--- src/rtl/if_stage.sv ---
// Instruction-fetch stage: PC register, combinational imem address, IF/ID pipeline register.
// Optional IF_PERF_CNT_EN adds 32-bit fetch and stall counters.
module if_stage #(
  parameter logic [31:0] RESET_PC  = 32'h0000_0000,
  parameter logic [31:0] NOP_INSTR = 32'h0000_0013
) (
  input  logic        clk,
  input  logic        rst_n,
  input  logic        stall_i,
  input  logic        flush_i,
  input  logic        redirect_valid_i,
  input  logic [31:0] redirect_pc_i,
  output logic [31:0] imem_addr_o,
  input  logic [31:0] imem_instr_i,
  output logic [31:0] if_id_pc_o,
  output logic [31:0] if_id_pc_plus4_o,
  output logic [31:0] if_id_instr_o,
  output logic        if_id_valid_o,
  output logic        misalign_err_o
`ifdef IF_PERF_CNT_EN
  ,
  output logic [31:0] perf_fetch_cnt_o,
  output logic [31:0] perf_stall_cnt_o
`endif
);

  logic [31:0] r_pc;
  logic [31:0] r_if_id_pc;
  logic [31:0] r_if_id_pc_plus4;
  logic [31:0] r_if_id_instr;
  logic        r_if_id_valid;
  logic        r_misalign_err;

  logic [31:0] w_pc_plus4;
  logic        w_bubble;
  logic        w_fetch;

  // Downstream contract: if_id_valid_o marks a real instruction; a bubble
  // (flush or redirect) overrides stall, and stall freezes PC and IF/ID together.
  always_comb begin
    w_pc_plus4 = r_pc + 32'd4;
    w_bubble   = flush_i | redirect_valid_i;
    w_fetch    = ~w_bubble & ~stall_i;
  end

  always_ff @(posedge clk or negedge rst_n) begin
    if (!rst_n) begin
      r_pc             <= RESET_PC;
      r_if_id_pc       <= 32'd0;
      r_if_id_pc_plus4 <= 32'd0;
      r_if_id_instr    <= NOP_INSTR;
      r_if_id_valid    <= 1'b0;
      r_misalign_err   <= 1'b0;
    end else begin
      if (redirect_valid_i) begin
        r_pc <= {redirect_pc_i[31:2], 2'b00};
      end else if (!stall_i) begin
        r_pc <= w_pc_plus4;
      end

      // Bubbles keep pc/pc_plus4 so the squashed slot still carries a sane address.
      if (w_bubble) begin
        r_if_id_instr <= NOP_INSTR;
        r_if_id_valid <= 1'b0;
      end else if (w_fetch) begin
        r_if_id_instr    <= imem_instr_i;
        r_if_id_pc       <= r_pc;
        r_if_id_pc_plus4 <= w_pc_plus4;
        r_if_id_valid    <= 1'b1;
      end

      if (redirect_valid_i && (redirect_pc_i[1:0] != 2'b00)) begin
        r_misalign_err <= 1'b1;
      end
    end
  end

`ifdef IF_PERF_CNT_EN
  logic [31:0] r_perf_fetch_cnt;
  logic [31:0] r_perf_stall_cnt;

  always_ff @(posedge clk or negedge rst_n) begin
    if (!rst_n) begin
      r_perf_fetch_cnt <= 32'd0;
      r_perf_stall_cnt <= 32'd0;
    end else begin
      if (w_fetch) begin
        r_perf_fetch_cnt <= r_perf_fetch_cnt + 32'd1;
      end
      if (stall_i && !redirect_valid_i) begin
        r_perf_stall_cnt <= r_perf_stall_cnt + 32'd1;
      end
    end
  end

  assign perf_fetch_cnt_o = r_perf_fetch_cnt;
  assign perf_stall_cnt_o = r_perf_stall_cnt;
`endif

  assign imem_addr_o      = r_pc;
  assign if_id_pc_o       = r_if_id_pc;
  assign if_id_pc_plus4_o = r_if_id_pc_plus4;
  assign if_id_instr_o    = r_if_id_instr;
  assign if_id_valid_o    = r_if_id_valid;
  assign misalign_err_o   = r_misalign_err;

endmodule

--- config.mk ---
export PLATFORM = sky130hd
export DESIGN_NAME = if_stage
export DESIGN_NICKNAME = d
export VERILOG_FILES = /design/src/rtl/if_stage.sv
export SDC_FILE = /design/constraint.sdc
export NUM_CORES = 1
export LEC_CHECK = 0
export ABC_AREA = 1
export CORE_MARGIN = 1
export CORE_UTILIZATION = 41
export CTS_CLUSTER_SIZE = 14
export DETAILED_ROUTE_END_ITERATION = 10
export PLACE_DENSITY = 0.77
export SETUP_SLACK_MARGIN = 0.15
export SYNTH_ARGS = -nofsm -noshare
export SYNTH_HDL_FRONTEND = slang
export SYNTH_SLANG_ARGS = --single-unit
--- constraint.sdc ---
create_clock -name clk -period 1.46 [get_ports clk]
set_input_delay 0.146 -clock clk [delete_from_list [all_inputs] [get_ports clk]]
set_output_delay 0.146 -clock clk [all_outputs]
set_load 0.01 [all_outputs]
==> results of run 1 <==
-- path summary, 6_finish.rpt --
path / startpoint / end / slack (ps) / cells after the start
worst min register to register: if_id_pc_o[4]$_DFFE_PN0P_ / if_id_pc_o[4]$_DFFE_PN0P_ / 470 / 2
worst min-delay path: rst_n / if_id_pc_o[21]$_DFFE_PN0P_ / 160 / 2
worst max register to register: imem_addr_o[2]$_DFFE_PN0N_ / if_id_pc_plus4_o[16]$_DFFE_PN0P_ / -40 / 8
max in group asynchronous: rst_n / imem_addr_o[10]$_DFFE_PN0N_ / 620 / 3
min in group clk: imem_instr_i[19] / if_id_instr_o[19]$_DFFE_PN0P_ / 320 / 2
worst max-delay path: imem_addr_o[2]$_DFFE_PN0N_ / if_id_pc_plus4_o[16]$_DFFE_PN0P_ / -40 / 8
-- cell usage in the layout (no fill, tap or decap), types with 4 or more instances in the layout --
master and count:
a22o_1 29, buf_12 8, buf_2 21, buf_4 52, buf_6 32, clkbuf_16 17
clkbuf_2 4, clkbuf_8 6, clkdlybuf4s50_1 67, conb_1 6, dfrtp_1 117, dfrtp_2 4
dlygate4sd2_1 93, inv_1 54, inv_2 8, nand2_1 234, nand2_2 16, nand2_4 9
nand3_1 14, nor2_1 17, nor2_2 12, nor2_4 14, o211ai_1 4, o21ai_0 44
o21ai_1 18, o21bai_1 4, xor2_2 11
-- what timing repair did --
item | 4_1_cts | 5_1_grt
hold buffers | 1 | 0
buffers inserted | 17 | 11
pin swaps | 23 | 23
resized for setup | 256 | 56
setup endpoints to repair | 172 | 68
cloned | 0 | 0
hold endpoints to repair | 73 | 0
-- cells by family after synthesis --
group                    share of synthesized area [%]
AO/OA/AOI/OAI                                     11.5
flip-flops                                        54.1
other                                           0.0653
adder cells (fa/ha/maj)                          0.218
XOR/XNOR                                          2.55
AND/OR/NAND/NOR                                   24.3
buffers and inverters                             7.32
-- per-layer routing --
metal | GRT usage, % | vias to the layer above | share of wire [%]
met1 | 32.9 | 2580 | 43
met3 | 7.36 | 29 | 7.7
met4 | 10.0 | 0 | 2.1
li1 | - | 2637 | -
met2 | 41.2 | 223 | 47
met5 | 0 | - | 0
-- registers in the layout, summed over array words and instances, names as in the netlist --
signal	count
if_id_instr_o	32
if_id_pc_o	30
if_id_pc_plus4_o	30
imem_addr_o	30
if_id_valid_o	1
misalign_err_o	1
-- area by class of cell --
| class | count | share of cell area, % |
|---|---|---|
| sequential | 124 | 33.6 |
| multi-input combinational | 451 | 27.5 |
| timing repair buffer | 278 | 27.4 |
| clock buffer | 26 | 5.61 |
| inverter | 65 | 2.64 |
| tap | 176 | 2.38 |
| clock inverter | 6 | 0.893 |
-- through the flow --
step | util, % | total power (W) | setup slack (ps) | TNS [ps] | std cells
2_1_floorplan | - | 0.00507 | 31.5 | 0 | 672
4_1_cts | 66.6 | 0.0107 | -48.7 | -236 | 1115
5_1_grt | 68.8 | 0.0113 | -154 | -3930 | 1126
3_5_place_dp | 61.4 | 0.00659 | -234 | -10960 | 1065
6_report | 68.8 | 0.0107 | -43.6 | -509 | 1126
3_3_place_gp | 61.4 | 0.00655 | -160 | -8200 | 1065
-- report_power, final --
| part | internal (W) | switching [W] |
|---|---|---|
| Clock | 0.00277 | 0.00147 |
| Sequential | 0.00386 | 0.000264 |
| Combinational | 0.00115 | 0.00122 |
-- critical path, cell delays in order (launching register included) --
cell and delay (ps):
dfrtp_2 390, ha_4 160, nand2_4 50, nor2_4 150, nand2_2 120, nor2_4 200, xor2_2 210, nand2_1 90
nand2_1 70
==> metrics.md, run 1 <==
| Metric | Value |
|---|---|
| Number of design rule violations left after detail routing | `0` |
| Register cell area after layout | `3110 sq um` |
| Number of clock sinks | `124` |
| Count of standard-cell rows | `42` |
| Post-synthesis sequential area ratio | `54.1%` |
| Y dimension of the die | `120 um` |
| DR pass1 iterations | `4` |
| Unique masters post-synth | `31` |
| Final critical-path setup slack | `-43.6 ps` |
| Total cell area at the placement stage | `8260 sq um` |
| Largest cells by area after synthesis | `dfrtp_1 53%, nand2_1 16%, a22o_1 4.4%` |
| Final hold slack | `155 ps` |
| Most frequent cells after synthesis | `251 x nand2_1, 121 x dfrtp_1, 55 x inv_1` |
| X dimension of the die | `120 um` |
| Routability Congestion | `0.824` |
| Per-cell via count in the routed design | `4.86` |
| Total core area | `13500 sq um` |
| Slew Limit Fails | `0` |
| Antenna violations before repair | `0` |
| Startpoint type of the worst setup path | `flip-flop` |
| Hold Vio Cnt, Final | `0` |
| Clock-pin slew reported for the worst setup and hold paths after clock tree synthesis | `50 ps` |
| Post-synthesis instance total | `667` |
| Global-route wire length before repair | `28.4 mm` |
| Maximum clock path buffer count | `2` |
| Total Routing Usage GR | `25.7%` |
| Fmax achieved | `665 MHz` |
| Final setup fails | `24` |
| Final Net Count | `1007` |
| Detailed-placement wirelength estimate | `12.4 mm` |
| Initial DRC count | `271` |
| Effective utilization at floorplan | `42.7%` |
| Layout overhead on the synthesized area | `61.0%` |
| Top cell type's share of synthesized area | `52.7%` |
| Critical path capture point type | `flip-flop` |
| Number of synthesized flops with an enable pin | `0` |
| Final min period | `1500 ps` |
| Async set-reset flop share out of synthesis | `100%` |
| # H-tree levels | `4` |
| Result of the run | `finished, violations left` |
| Arrival time at the worst endpoint | `1860 ps` |
| Synth Flop Type | `dfrtp_1` |
| Most frequent cell after synthesis | `nand2_1` |
| Layout Cell Area excl Fill | `9250 sq um` |
| Kind of path behind the tightest hold check | `input pin to asynchronous set/reset pin` |
| Worst clock skew | `14.6 ps` |
| Maximum capacitance violations | `0` |
| Floorplan die area | `14500 sq um` |
| Clock tree from TritonCTS | `yes` |
| Cell area after synthesis | `5750 sq um` |
| GR Overflow Total | `0` |
| Inserted Clock Buffers | `17` |
| Leakage dissipation | `4.81 nW` |
| Portion of the clock cycle consumed by the worst path in the final layout | `103%` |
| Clock insertion delay at the later pin of the skew report | `420 ps` |
| CTS root buffer | `clkbuf_16` |
| I/O pin total | `199` |
| Warnings from Yosys | `0` |
| Quantity of I/O buffers inserted on ports | `192` |
| Maximum number of pins on one net before global-route repair | `67` |
| Top cell type by total area after synthesis | `dfrtp_1` |
| Post-detailed-routing wire length | `17.9 mm` |
| CP max FO | `3` |
| Fraction of final layout cells with drive strength greater than 1 | `24.6%` |
| Critical path start-end classification | `flip-flop to flip-flop` |
| Via count of the first global-routing pass | `5502` |
| Violated checks | `negative setup slack` |
| Power Dens Cells | `1160 nW/um^2` |
| VDD IR max | `883 uV` |
| Avg Synthesized Cell Area | `8.61 sq um` |
| Post-detailed-route count of antenna-violating nets | `0` |
| Register bit total from synthesis | `124` |
| DR vias | `5469` |
| Antenna diode count | `0` |
| Post-DR wirelength/cell | `15.9 um` |
| Combined area of the multi-input logic cells | `2540 sq um` |
| Data required time of the worst path | `1820 ps` |
| Fillcell total | `1095` |
| Setup repair after global routing missed its margin | `true` |
(Power assumes the default switching activity.)
==> inputs of run 2 (changes only) <==
- ABC_AREA: 1 -> 0
- PLACE_DENSITY: 0.77 -> 0.76
==> run 2 against run 1 <==
Against the previous run:
- the run still ends with negative setup slack left
- area after synthesis grew 0.52%
- combinational power up 39%
- clock power up 5.9%
- clock-buffer cell count fell by 4
- first-iteration DRC count grew to 3.4 times the previous value
- critical path depth decreased by 3
- die area grew 0.51%
- clock skew down 4.9 ps
- synthesized cell count shrank 10%
- largest power group unchanged
- highest routed layer unchanged
==> metrics.md, run 2 <==
| Metric | Value |
|---|---|
| Hold Vio Cnt, Final | `0 (unchanged)` |
| Number of synthesized flops with an enable pin | `0 (unchanged)` |
| Most frequent cell after synthesis | `nand2_1 (unchanged)` |
| Inserted Clock Buffers | `17 (unchanged)` |
| Register bit total from synthesis | `124 (unchanged)` |
| DR vias | `7256 (was 5469)` |
| Post-synthesis compound-gate area fraction | `15.3% (was 11.5%)` |
| Count of standard-cell rows | `43 (was 42)` |
| Fmax achieved | `448 MHz (was 665 MHz)` |
| Most frequent standard cell in the layout excluding fill and tap cells | `nand2_1 (unchanged)` |
| Maximum capacitance violations | `0 (unchanged)` |
| R2R setup slack | `-770 ps (was -40 ps)` |
| Worst clock skew | `9.74 ps (was 14.6 ps)` |
| Antenna diode count | `0 (unchanged)` |
| # H-tree levels | `4 (unchanged)` |
| Max reg flops | `32 (unchanged)` |
| Violated checks | `negative setup slack (unchanged)` |
| Y dimension of the die | `121 um (was 120 um)` |
| Synth Flop Type | `dfrtp_1 (unchanged)` |
| Top cell type's share of synthesized area | `52.4% (was 52.7%)` |
| Number of clock sinks | `124 (unchanged)` |
| I/O pin total | `199 (unchanged)` |
| Maximum clock path buffer count | `2 (unchanged)` |
| Setup repair after global routing missed its margin | `true (unchanged)` |
| Async set-reset flop share out of synthesis | `100% (unchanged)` |
| Most frequent cells after synthesis | `126 x nand2_1, 121 x dfrtp_1, 40 x nor2_1 (was 251 x nand2_1, 121 x dfrtp_1, 55 x inv_1)` |
| Final setup fails | `56 (was 24)` |
| Share of synthesized cell area in full adder, half adder and majority cells | `0.217% (was 0.218%)` |
| Clock tree from TritonCTS | `yes (unchanged)` |
| Portion of the clock cycle consumed by the worst path in the final layout | `153% (was 103%)` |
| Result of the run | `finished, violations left (unchanged)` |
| Layout overhead on the synthesized area | `95.2% (was 61.0%)` |
| Final critical-path setup slack | `-773 ps (was -43.6 ps)` |
| Total cell area at the placement stage | `8730 sq um (was 8260 sq um)` |
| Cell area after synthesis | `5780 sq um (was 5750 sq um)` |
| Via count of the first global-routing pass | `6466 (was 5502)` |
| Effective utilization at floorplan | `41.8% (was 42.7%)` |
| Most common cell on crit path | `or4_4` |
| Clock-pin slew reported for the worst setup and hold paths after clock tree synthesis | `60 ps (was 50 ps)` |
| X dimension of the die | `121 um (was 120 um)` |
| Largest cells by area after synthesis | `dfrtp_1 52%, nand2_1 8.2%, a22o_1 4.4% (was dfrtp_1 53%, nand2_1 16%, a22o_1 4.4%)` |
| Per-cell via count in the routed design | `6.15 (was 4.86)` |
| Warnings from Yosys | `0 (unchanged)` |
| Initial DRC count | `911 (was 271)` |
| Avg Synthesized Cell Area | `9.63 sq um (was 8.61 sq um)` |
| Post-DR wirelength/cell | `25.4 um (was 15.9 um)` |
| Share of cell area taken by muxes after synthesis | `0.173% (was 0%)` |
| Global-route wire length before repair | `35.1 mm (was 28.4 mm)` |
| Top cell type by total area after synthesis | `dfrtp_1 (unchanged)` |
| Maximum number of pins on one net before global-route repair | `41 (was 67)` |
| Data required time of the worst path | `1780 ps (was 1820 ps)` |
| Post-detailed-route count of antenna-violating nets | `0 (unchanged)` |
| Slew Limit Fails | `0 (unchanged)` |
| Detailed-placement wirelength estimate | `13.4 mm (was 12.4 mm)` |
| Power Dens Cells | `1060 nW/um^2 (was 1160 nW/um^2)` |
| Final hold slack | `208 ps (was 155 ps)` |
| Critical path start-end classification | `flip-flop to flip-flop (unchanged)` |
| Leakage dissipation | `5.29 nW (was 4.81 nW)` |
| GR Overflow Total | `0 (unchanged)` |
| Final min period | `2230 ps (was 1500 ps)` |
| Main combinational cell family by area after synthesis | `simple AND/OR/NAND/NOR gates (unchanged)` |
| Post-detailed-routing wire length | `29.9 mm (was 17.9 mm)` |
| Final Net Count | `1056 (was 1007)` |
| Combined buffer and inverter count along the critical path | `1 (was 0)` |
| VDD IR max | `816 uV (was 883 uV)` |
| CTS root buffer | `clkbuf_16 (unchanged)` |
| Post-synthesis instance total | `600 (was 667)` |
| Routability Congestion | `0.881 (was 0.824)` |
| Total Routing Usage GR | `31.7% (was 25.7%)` |
| List of cells traversed by the critical path | `nand4_4, or4_4, buf_4, or4_4, a31oi_1 (was ha_4, nand2_4, nor2_4, nand2_2, nor2_4, xor2_2, nand2_1, nand2_1)` |
| Area share of and/or/nand/nor cells after synthesis | `21.8% (was 24.3%)` |
| Layout Cell Area excl Fill | `11300 sq um (was 9250 sq um)` |
| Area share of xor/xnor cells in the synthesized design | `3.49% (was 2.55%)` |
| Post-synthesis sequential area ratio | `53.8% (was 54.1%)` |
| Unique masters post-synth | `53 (was 31)` |
| Kind of path behind the tightest hold check | `input pin to asynchronous set/reset pin (unchanged)` |
| Startpoint type of the worst setup path | `flip-flop (unchanged)` |
| Floorplan die area | `14600 sq um (was 14500 sq um)` |
| Fraction of final layout cells with drive strength greater than 1 | `39.9% (was 24.6%)` |
| Quantity of I/O buffers inserted on ports | `192 (unchanged)` |
| Arrival time at the worst endpoint | `2560 ps (was 1860 ps)` |
| Clock insertion delay at the later pin of the skew report | `420 ps (about the same)` |
| Total core area | `13800 sq um (was 13500 sq um)` |
| DR pass1 iterations | `6 (was 4)` |
| Number of design rule violations left after detail routing | `0 (unchanged)` |
| Commonest cells after routing, fill and taps aside | `122 x nand2_1, 119 x buf_6, 109 x dfrtp_1, 106 x buf_4, 92 x dlygate4sd2_1 (was 234 x nand2_1, 117 x dfrtp_1, 93 x dlygate4sd2_1, 67 x clkdlybuf4s50_1, 54 x inv_1)` |
| Standard cell with the maximum stage delay on the critical path | `or4_4 (was dfrtp_2)` |
| Crit path largest cell delay | `660 ps (was 390 ps)` |
| Antenna violations before repair | `0 (unchanged)` |
| CP max FO | `4 (was 3)` |
| Critical path capture point type | `flip-flop (unchanged)` |
| Cell class contributing the biggest share of worst-path delay | `simple AND/OR/NAND/NOR gates (unchanged)` |
-- run 2: changes by cell type after synthesis, sizes merged, moves of 13 or more --
cell    change
a31oi      +29
clkbuf     +24
inv        -57
nand2     -133
o21ai      -22
o31ai      +13
or3        +17
or4        +16
xnor2      +17
-- run 2: kinds of logic after synthesis --
logic type / after synthesis
AO/OA/AOI/OAI: 129
adder cells (fa/ha/maj): 1
XOR/XNOR: 23
other: 1
buffers and inverters: 63
flip-flops: 124
AND/OR/NAND/NOR: 258
multiplexers: 1
-- run 2: where the power goes --
part / switching, W / internal, W / leakage [nW]
clock network: 0.00163 / 0.00286 / 0.302
registers: 0.000326 / 0.00386 / 1.51
logic: 0.00163 / 0.00164 / 3.47
total: 0.00358 / 0.00836 / 5.29
-- run 2: per-layer routing --
| layer | track usage, % | wire length (um) |
|---|---|---|
| met5 | 0 | 0 |
| met4 | 18.1 | 2400 |
| met3 | 6.70 | 3280 |
| met2 | 51.7 | 13700 |
| met1 | 39.1 | 10600 |
-- run 2: repair_timing --
item                       in CTS  in global routing
setup endpoints to repair     212                 91
hold endpoints to repair      104                  0
gates cloned                    1                  6
buffers inserted               66                 43
pin swaps                      63                 56
hold buffers                    1                  0
resized for setup             375                137
-- run 2: cell type report --
class	count	area (sq um)
multi-input combinational	420	3140
tap	180	225
inverter	5	18.8
sequential	124	3120
clock inverter	10	138
timing repair buffer	418	4140
clock buffer	22	484
fill	688	2550
-- run 2: worst paths after layout --
kind | depth (start not counted) | end | from
worst max-delay path | 5 | imem_addr_o[26]$_DFFE_PN0N_ | imem_addr_o[14]$_DFFE_PN0N_
worst min-delay path | 2 | if_id_pc_o[26]$_DFFE_PN0P_ | rst_n
worst max register to register | 5 | imem_addr_o[26]$_DFFE_PN0N_ | imem_addr_o[14]$_DFFE_PN0N_
worst min register to register | 1 | misalign_err_o$_DFFE_PN0P_ | misalign_err_o$_DFFE_PN0P_
max in group asynchronous | 3 | if_id_instr_o[4]$_DFFE_PN1P_ | rst_n
min in group clk | 3 | imem_addr_o[6]$_DFFE_PN0N_ | redirect_pc_i[6]
-- run 2: through the flow --
step	instances	setup slack [ps]	setup TNS [ps]	power (W)	utilization [%]
2_1_floorplan	605	-566	-14010	0.00514	-
3_3_place_gp	1031	-532	-35870	0.00664	63.1
3_5_place_dp	1031	-584	-38560	0.00671	63.1
4_1_cts	1130	-537	-15180	0.0112	74.2
5_1_grt	1179	-754	-27760	0.0123	81.5
6_report	1179	-773	-26150	0.0119	81.5
-- run 2: worst register-to-register path, delay by kind of cell, from the launching register on --
kind,cells,cell delay [ps]
AOI/OAI and AO/OA,1,210
DFF,1,440
buffers and inverters,1,190
and+or+nand+nor,3,1300
